<file path="src/rtl/trace_column_writer.sv">
// trace_column_writer: draws one oscilloscope-style column per sample set into a BRAM back buffer.
// Define TRACE_LINE_FILL_EN to join each channel's trace to its previous column with a vertical line.
module trace_column_writer #(
  parameter int VAL_RES = 16,
  parameter int NUM_CH = 2,
  parameter int LOG2_WIDTH = 10,
  parameter int LOG2_HEIGHT = 9,
  parameter int WIDTH = 1024,
  parameter int HEIGHT = 512,
  parameter int ADDR_WIDTH = LOG2_WIDTH + LOG2_HEIGHT
) (
  input  logic clkWR,
  input  logic rst,
  input  logic s_valid,
  output logic s_ready,
  input  logic [NUM_CH*VAL_RES-1:0] s_val,
  output logic wr_we,
  output logic [ADDR_WIDTH-1:0] wr_addr,
  output logic [1:0] wr_data,
  output logic wr_buf,
  output logic frame_done
);
  typedef enum logic [2:0] {IDLE, CLEAN, CALC, DRAW, NEXT} state_t;
  localparam int PW = VAL_RES + LOG2_HEIGHT;
  localparam logic [LOG2_HEIGHT-1:0] ROW_MAX = LOG2_HEIGHT'(HEIGHT - 1);
  localparam logic [LOG2_WIDTH-1:0] COL_MAX = LOG2_WIDTH'(WIDTH - 1);
  localparam logic [1:0] CH_MAX = 2'(NUM_CH - 1);
  state_t state, state_nx;
  logic [NUM_CH*VAL_RES-1:0] val;
  logic [LOG2_WIDTH-1:0] x;
  logic [1:0] c;
  logic [LOG2_HEIGHT-1:0] row, hi, row_c, lo_c, hi_c;
  logic [VAL_RES-1:0] val_c;
  assign val_c = val[c*VAL_RES +: VAL_RES];
  // full-width product so the scale is exact before dropping the fraction bits
  assign row_c = ROW_MAX - LOG2_HEIGHT'((PW'(val_c) * PW'(HEIGHT)) >> VAL_RES);
`ifdef TRACE_LINE_FILL_EN
  logic [LOG2_HEIGHT-1:0] rc [4];
  logic [LOG2_HEIGHT-1:0] prev [4];
  logic [LOG2_HEIGHT-1:0] prev_c;
  // the first column of a frame has no predecessor, so it draws a single point
  assign prev_c = (x == '0) ? row_c : prev[c];
  assign lo_c = (prev_c < row_c) ? prev_c : row_c;
  assign hi_c = (prev_c < row_c) ? row_c : prev_c;
  always_ff @(posedge clkWR) begin
    if (rst) begin
      for (int i = 0; i < 4; i++) prev[i] <= ROW_MAX;
    end else begin
      if (state == CALC) rc[c] <= row_c;
      if (state == NEXT) prev <= rc;
    end
  end
`else
  assign lo_c = row_c;
  assign hi_c = row_c;
`endif
  always_ff @(posedge clkWR) begin
    if (rst) state <= IDLE;
    else state <= state_nx;
  end
  always_comb begin
    state_nx = state;
    case (state)
      IDLE: state_nx = s_valid ? CLEAN : IDLE;
      CLEAN: state_nx = (row == ROW_MAX) ? CALC : CLEAN;
      CALC: state_nx = DRAW;
      DRAW: state_nx = (row != hi) ? DRAW : (c == CH_MAX) ? NEXT : CALC;
      NEXT: state_nx = IDLE;
      default: state_nx = IDLE;
    endcase
    s_ready = state == IDLE;
    wr_we = state == CLEAN || state == DRAW;
    wr_addr = wr_we ? ADDR_WIDTH'({row, x}) : '0;
    wr_data = (state == DRAW) ? c + 2'd1 : 2'd0;
    frame_done = state == NEXT && x == COL_MAX;
  end
  always_ff @(posedge clkWR) begin
    if (rst) begin
      x <= '0;
      c <= '0;
      row <= '0;
      hi <= '0;
      val <= '0;
      wr_buf <= 1'b0;
    end else begin
      case (state)
        IDLE: if (s_valid) begin
          val <= s_val;
          row <= '0;
          c <= '0;
        end
        CLEAN: row <= row + LOG2_HEIGHT'(1);
        CALC: begin
          row <= lo_c;
          hi <= hi_c;
        end
        DRAW: if (row == hi) c <= c + 2'd1;
              else row <= row + LOG2_HEIGHT'(1);
        NEXT: begin
          x <= (x == COL_MAX) ? '0 : x + LOG2_WIDTH'(1);
          wr_buf <= wr_buf ^ (x == COL_MAX);
        end
        default: ;
      endcase
    end
  end
endmodule

</file>
<file path="config.mk">
export PLATFORM = sky130hd
export DESIGN_NAME = trace_column_writer
export DESIGN_NICKNAME = d
export VERILOG_FILES = /design/src/rtl/trace_column_writer.sv
export SDC_FILE = /design/constraint.sdc
export NUM_CORES = 1
export LEC_CHECK = 0
export CAP_MARGIN = 20
export CORE_AREA = 2 2 84 86
export CTS_CLUSTER_SIZE = 40
export DETAILED_ROUTE_END_ITERATION = 8
export DIE_AREA = 0 0 86 88
export PLACE_DENSITY_LB_ADDON = 0.3
export SYNTH_ARGS = -nofsm -noshare
export SYNTH_HDL_FRONTEND = slang
export SYNTH_SLANG_ARGS = --single-unit
</file>
<file path="constraint.sdc">
create_clock -name clkWR -period 4.15 [get_ports clkWR]
set_input_delay 0.83 -clock clkWR [delete_from_list [all_inputs] [get_ports clkWR]]
set_output_delay 0.83 -clock clkWR [all_outputs]
set_load 0.05 [all_outputs]
</file>
# --- After elaboration in Yosys (flattened, before gate mapping) ---
# Cells that the tools add are included.
totals:
  romBits: 0
  out_inout_bits: 25
  input_bits: 35
  latchBits: 0
  mem_bits_rw: 0
  wordCells: 47
  register_bits: 66
  mem_count: 0
classes:
  n_reduce_logical: 8
  n_addsub: 4
  shift: 1
  mux: 14
  bitwise: 1
  n_lt_le_gt_ge: 0
  n_div: 0
  multipliers: 0
  n_eq_ne: 12
ops:
  columns: ["operator", "count"]
  rows:
  - ["$pmux 9 s4", 1]
  - ["$shiftx 32x7->16", 1]
  - ["$mux 19", 1]
  - ["$mux 9", 2]
  - ["$pmux 3 s4", 1]
  - ["$add 10x1->10 const B", 1]
  - ["$eq 10x10->1 const B", 1]
  - ["$mux 10", 1]
  - ["$add 9x1->9 const B", 1]
  - ["$eq 9x9->1", 1]
  - ["$eq 9x9->1 const B", 1]
  - ["$ne 9x9->1", 1]
  - ["$sub 9x9->9 const A", 1]
  - ["$mux 2", 4]
  - ["$eq 3x2->1 const B", 2]
  - ["$mux 3", 2]
  - ["$reduce_and 3->1", 2]
  - ["$ne 2x2->1 const B", 2]
  - ["$pmux 2 s2", 1]
  - ["$reduce_bool 4->1", 1]
  - ["$eq 3x1->1 const B", 1]
  - ["$eq 3x3->1 const B", 1]
  - ["$logic_not 3->1", 1]
  - ["$add 2x1->2 const B", 1]
  - ["8 further kinds", 8]

# --- Longest topological paths before layout ---
# Gate-level depths: netlist (run 1).
depth:
  ltp_word: 4
  mapped_depth: 8
  depth_no_buf: 8

# --- Worst setup path after synthesis (run 1) ---
# No wires, ideal clock.
synth_timing:
  path_type: "flip-flop to output port"
  from: "reg state[2]"
  to: "out wr_addr[10]"
  t_required_ns: 3.320
  n_path_buf: 2
  stages_incl_launch_ff: 6
  slack_ns: 1.454
  arrival_ns: 1.866
  cell_sequence: "dfxtp_1 buf_6 nand2b_2 inv_2 clkbuf_1 and2_1"
synth_via:
  elab_chain_cells: 3
  word_cells_on_any_way: 4
  classes_between: "2 x eq/ne; 1 x mux; 1 x reduce/logical"
synth_rtl:
  columns: ["item", "line", "source"]
  rows:
  - ["from (decl)", "28", "state_t state, state_nx;"]
  - ["from (signal assigned)", "59", "else state <= state_nx;"]
  - ["$eq 3x1->1 / $eq 3x2->1 (equally long branches)", "72", "wr_we = state == CLEAN || state == DRAW;"]
  - ["$logic_or 1x1->1 *", "72", null]
  - ["net wr_we", "17", "output logic wr_we,"]
  - ["$mux 19 *", "73", "wr_addr = wr_we ? ADDR_WIDTH'({row, x}) : '0;"]
  - ["to (decl)", "18", "output logic [ADDR_WIDTH-1:0] wr_addr,"]
# The timed path passes the listed nets; every way through them passes the cells marked *.

# --- Worst setup path after layout (run 1) ---
layout_timing:
  from: "reg state[2]"
  to: "out frame_done"
layout_via:
  elab_chain_cells: 2
layout_rtl:
  columns: ["item", "line", "source"]
  rows:
  - ["$eq 3x3->1", "75", "frame_done = state == NEXT && x == COL_MAX;"]
  - ["$logic_and 1x1->1", "75", null]
  - ["to (decl)", "21", "output logic frame_done"]
# No other way between the ends.

==> results.cfg, run 1 <==
[run_status]
outcome = completed

[timing]
finalCritPeriodShare_pct = 80.1
setup_ws_ns = 0.828
slew_headroom_pct = 36.8
final_hold_viol_count = 0
setup_tns_ns = 0
rsz0062_at_grt = no
setup_viol = 0
fin_skew_ns = 0.00826
min_period_ns = 3.32
worst-slew-pin-transition_ns = 0.949
max_freq_mhz = 301
slew_viol_final = 0

[setup_path]
critPathMaxFanout = 9
worst-path-buf-inv = 1
required_ns = 3.32
r2r_slack_ns = 2.11
crit_family = simple AND/OR/NAND/NOR gates
end_kind = output pin
ff2ff_path_depth = 6
path_class = register to output pin
worstSetupStartpointType = register
crit-reg2reg-launch = state[2]
reg2reg_to = row[3]
cp_slowest_cell = clkdlybuf4s50_1
critical_path.cell_chain = nor3b_4 -> and3_1 -> and3_1 -> clkdlybuf4s50_1
cpMostUsedCell = and3_1
crit_start = state[2]
critPathArrivalTime_ns = 2.49
critical_path.max_stage_delay_ns = 0.82

[drt]
wl_um = 5570
drtIter0Drc = 166
drc_errors = 0
vias = 2237
viasPerCell = 5.25
wire_per_inst_um = 13.1
postRouteAntennaNets = 0
dr.pass1.iters = 4
top_layer = met4
wl_met2_um = 2380
met1_length_um = 2800
dr_wl_met3_um = 297

[synth]
synth_area_sq_mm = 0.00264
ys_seq_area_share_pct = 39.4
avgSynthCellArea_sq_um = 8.44
ys_types = 50
synthArstFlopShare_pct = 0
synthTopCellsByArea = dfxtp_1 39%, nand2_1 8.1%, a21oi_1 6.3%
ys.flop_type = dfxtp_1
syn_inst = 313
ys_ff_latch = 52
synth_nets = 352
yosysWarningCount = 0
synth_top_area_share_pct = 39.4
yosysTopAreaCell = dfxtp_1
synth_edf_count = 0

[power_and_ir_drop]
p_clk_share_pct = 35.2
p_total_mw = 0.977
power_frac_seq_pct = 53.8
internal-power_mw = 0.734
powerDensity_mw_per_mm2 = 306
leakage_nw = 1.16
switching_share_pct = 24.8
ir_drop_mv = 0.170
combPwrFrac_pct = 11.0
p_sw_mw = 0.243

[place]
dp.cells = 418
port_buffers = 45
gp_congestion = 0.824
pre_cts_ws_ns = 1.17
hpwlAfterDp_um = 3940

[floorplanning]
die_y_um = 88
start_util_pct = 39.8
die_w_um = 86
fp.coreArea_sq_mm = 0.00664
num_io_pins = 60
fp.dieArea_sq_mm = 0.00757
rows = 30

[clock_tree]
cts_root_buffer = clkbuf_8
cts_made_buffers = 5
cts.path.max_buffers = 2
clk_latency_ns = 0.31
ctsHtreeMaxLevel = 2
cts_hold_buffers = 0
clk_transition_reported_paths_ns = 0.09
ctsResizeCount = 0
cts_tree = built
cts_setup_buffers = 0
cts.sinks = 52

[global_routing]
grt_pass1_wl_um = 9170
grt.total_usage_pct = 15.0
antenna_found_initial = 0
grt_overflow = 0
grt_max_degree = 53
first_global_vias = 1900

[hold_path]
worstHoldPathType = register to register
holdPathStages = 2
hp-start = val[23]
holdPathEnd = val[23]

[cells_and_area]
antenna_cells = 0
layout_commonest_cell = nand2_1
syn2layout_area_growth_pct = 20.7
fillers = 664
fin_nets = 384
instances_no_fill = 426
drive_gt1_share_pct = 6.36
final_cell_mix = 57 x nand2_1, 52 x dfxtp_1, 44 x clkdlybuf4s50_1

[job]
maxCapViolCount = 0
-- cells in the mapped netlist, types with 2 or more instances --
cell / instances
a21boi_0: 4
a21oi_1: 33
a311o_1: 2
a311oi_1: 5
a31oi_1: 2
and2_1: 19
and3_1: 4
buf_2: 5
buf_6: 3
clkbuf_1: 9
dfxtp_1: 52
ha_1: 4
inv_1: 4
mux2i_1: 11
nand2_1: 57
nand3_1: 4
nand4_1: 3
nor2_1: 21
nor3_1: 3
o21a_1: 3
o21ai_0: 14
o31a_1: 2
o31ai_1: 3
o32ai_1: 2
or3_1: 2
xnor2_1: 3
xor2_1: 15
xor2_2: 2
-- power groups by stage --
stage / logic (mW) / registers [mW] / clock network (mW)
finish: 0.107 / 0.526 / 0.344
detailed placement: 0.107 / 0.537 / 0
global placement: 0.106 / 0.537 / 0
CTS: 0.108 / 0.526 / 0.355
floorplan: 0.0715 / 0.534 / 0
global route: 0.119 / 0.528 / 0.375
-- registers in the layout, summed over array words and instances, names as in the netlist --
signal,flops
c,2
hi,9
row,9
state,3
val,18
wr_buf,1
x,10
-- per-stage QoR --
step                      area (sq um)  hold slack [ns]  util, %
after floorplan                   2640            0.436        -
after global placement            3080            0.443     46.3
after detailed placement          3080            0.448     46.3
after CTS                         3190            0.462     48.0
after global routing              3190            0.472     48.0
final                             3190            0.458     48.0
-- worst register-to-register path, cell delays in order (launching register included) --
cell and delay (ns):
dfxtp_1 0.50, nand2b_2 0.29, inv_2 0.21, nand2_4 0.15
and4b_4 0.23, nor4_1 0.38, o32ai_1 0.15
-- final cells by class --
class	instances	area (sq um)	share of cell area (%)
multi-input cells	236	1470	46.2
flip-flops and latches	52	1040	32.6
repair buffers	45	445	14.0
well taps	80	100	3.14
clock buffers	5	68.8	2.16
clock inverters	3	42.5	1.33
inverters	5	18.8	0.588
-- cells by family after synthesis --
kind of cell | synth area share, %
simple gates | 25.4
buf+inv | 4.83
compound gates | 17.1
xor+xnor | 7.20
mux | 4.17
fa+ha+maj | 1.89
flops | 39.4
-- layer usage --
metal  GRT usage [%]  up-vias
met5               0        -
met4            4.76        0
met3            3.39        7
met2            21.9       64
met1            22.0     1025
li1                -     1141
-- worst max path at each step --
stage	to	slack (ns)	depth (start not counted)
final	frame_done	0.83	4
after global routing	wr_data[1]	0.71	5
after CTS	wr_data[1]	0.83	5
after detailed placement	frame_done	1.17	4
after global placement	frame_done	1.20	4
after floorplan	wr_addr[10]	1.45	5
(Power assumes the default switching activity.)
==> run 2, diff against run 1 <==
Clock period 4.15 ns to 3.15 ns, I/O delays scaled along.
==> run 2 against run 1 <==
Global-route usage increased by 0.33 points. Clock power increased by 37%. Count of clock-buffer cells in the layout unchanged. Combinational power increased by 34%. Design area increased by 1.0%. Critical path depth unchanged. Register-to-register slack got worse by 0.89 ns. Highest routed layer unchanged. Worst setup slack got worse by 0.57 ns. Sequential share of layout area decreased by 0.33 points. Wire length decreased by 0.97%. Utilization increased by 0.49 points. Hold slack improved by 0.00072 ns.
==> results.cfg, run 2 (synthesis results as in run 1) <==
[run_status]
outcome = completed

[setup_path]
path_class = register to output pin
critical_path.cell_chain = nand2b_2 -> inv_4 -> and2_1 -> clkdlybuf4s50_1
critPathMaxFanout = 26
end_kind = output pin
cp_slowest_cell = clkdlybuf4s50_1
worstSetupStartpointType = register
critical_path.max_stage_delay_ns = 0.80
critPathArrivalTime_ns = 2.26
required_ns = 2.52

[clock_tree]
cts.path.max_buffers = 2
clk_transition_reported_paths_ns = 0.10
cts.sinks = 52
ctsHtreeMaxLevel = 2
clk_latency_ns = 0.31
cts_tree = built
cts_made_buffers = 5
cts_hold_buffers = 0
cts_root_buffer = clkbuf_8
cts_setup_buffers = 0
ctsResizeCount = 1

[power_and_ir_drop]
powerDensity_mw_per_mm2 = 405
leakage_nw = 1.22
ir_drop_mv = 0.181

[global_routing]
grt.total_usage_pct = 15.4
grt_max_degree = 34
grt_pass1_wl_um = 9210
first_global_vias = 1932
antenna_found_initial = 0
grt_overflow = 0

[drt]
postRouteAntennaNets = 0
dr.pass1.iters = 4
dr_wl_met3_um = 305
top_layer = met4
vias = 2180
wl_met2_um = 2330
viasPerCell = 5.08
wl_um = 5510
wire_per_inst_um = 12.8
met1_length_um = 2800
drtIter0Drc = 136
drc_errors = 0

[timing]
min_period_ns = 2.89
fin_skew_ns = 0.0117
slew_headroom_pct = 55.3
finalCritPeriodShare_pct = 91.7
max_freq_mhz = 346
setup_viol = 0
setup_tns_ns = 0
final_hold_viol_count = 0
rsz0062_at_grt = no
slew_viol_final = 0
worst-slew-pin-transition_ns = 0.668
setup_ws_ns = 0.260

[cells_and_area]
reg.largest.list = val: 18 flops, x: 10 flops
fin_nets = 387
fillers = 672
regMostFlops = val
syn2layout_area_growth_pct = 22.0
drive_gt1_share_pct = 7.16
largest_reg_flops = 18
final_cell_mix = 57 x nand2_1, 52 x dfxtp_1, 41 x clkdlybuf4s50_1
layout_commonest_cell = nand2_1
instances_no_fill = 429
antenna_cells = 0
postLayoutCoreUtil_pct = 48.5

[floorplanning]
rows = 30
start_util_pct = 39.8
die_y_um = 88
die_w_um = 86
num_io_pins = 60
fp.coreArea_sq_mm = 0.00664
fp.dieArea_sq_mm = 0.00757

[place]
dp.cells = 421
hpwlAfterDp_um = 4040
pre_cts_ws_ns = 0.358
gp_congestion = 0.843
port_buffers = 45

[hold_path]
worstHoldPathType = register to register

[job]
maxCapViolCount = 0
-- run 2: area by class of cell --
cell class / instances / area, sq um / share of cell area [%]
Timing Repair Buffer: 48 / 472 / 14.6
Tap cell: 80 / 100 / 3.11
Sequential cell: 52 / 1040 / 32.3
Inverter: 5 / 21.3 / 0.660
Clock buffer: 5 / 68.8 / 2.14
Clock inverter: 3 / 46.3 / 1.44
Multi-Input combinational cell: 236 / 1470 / 45.7
-- run 2: metrics by stage --
stage	area, sq um	hold slack [ns]	power [mW]
after floorplan	2640	0.436	0.798
after global placement	3100	0.443	0.848
after detailed placement	3100	0.447	0.851
after CTS	3220	0.462	1.32
after global routing	3220	0.479	1.36
final	3220	0.459	1.31
-- run 2: worst max-delay path: cells and delay by family (launching register included) --
| family | cells | cell delay [ns] |
|---|---|---|
| DFF | 1 | 0.41 |
| and+or+nand+nor | 2 | 0.50 |
| buffers and inverters | 2 | 1.05 |
-- run 2: worst paths after layout --
| path | slack (ns) | cells after the start | from | endpoint |
|---|---|---|---|---|
| worst max-delay path | 0.26 | 4 | state[2] | wr_addr[12] |
| worst min-delay path | 0.46 | 2 | val[30] | val[30] |
| worst max register to register | 1.22 | 6 | state[2] | row[4] |
| worst min register to register | 0.46 | 2 | val[30] | val[30] |
-- run 2: per-layer routing --
layer  track usage [%]  up-vias
li1                  -     1142
met1              21.6      973
met2              22.7       57
met3              4.24        8
met4              5.05        0
met5                 0        -
-- run 2: where the power goes --
part	total, mW	internal [mW]	switching (mW)
Sequential	0.692	0.676	0.0156
Clock	0.470	0.240	0.231
Combinational	0.143	0.0578	0.0855
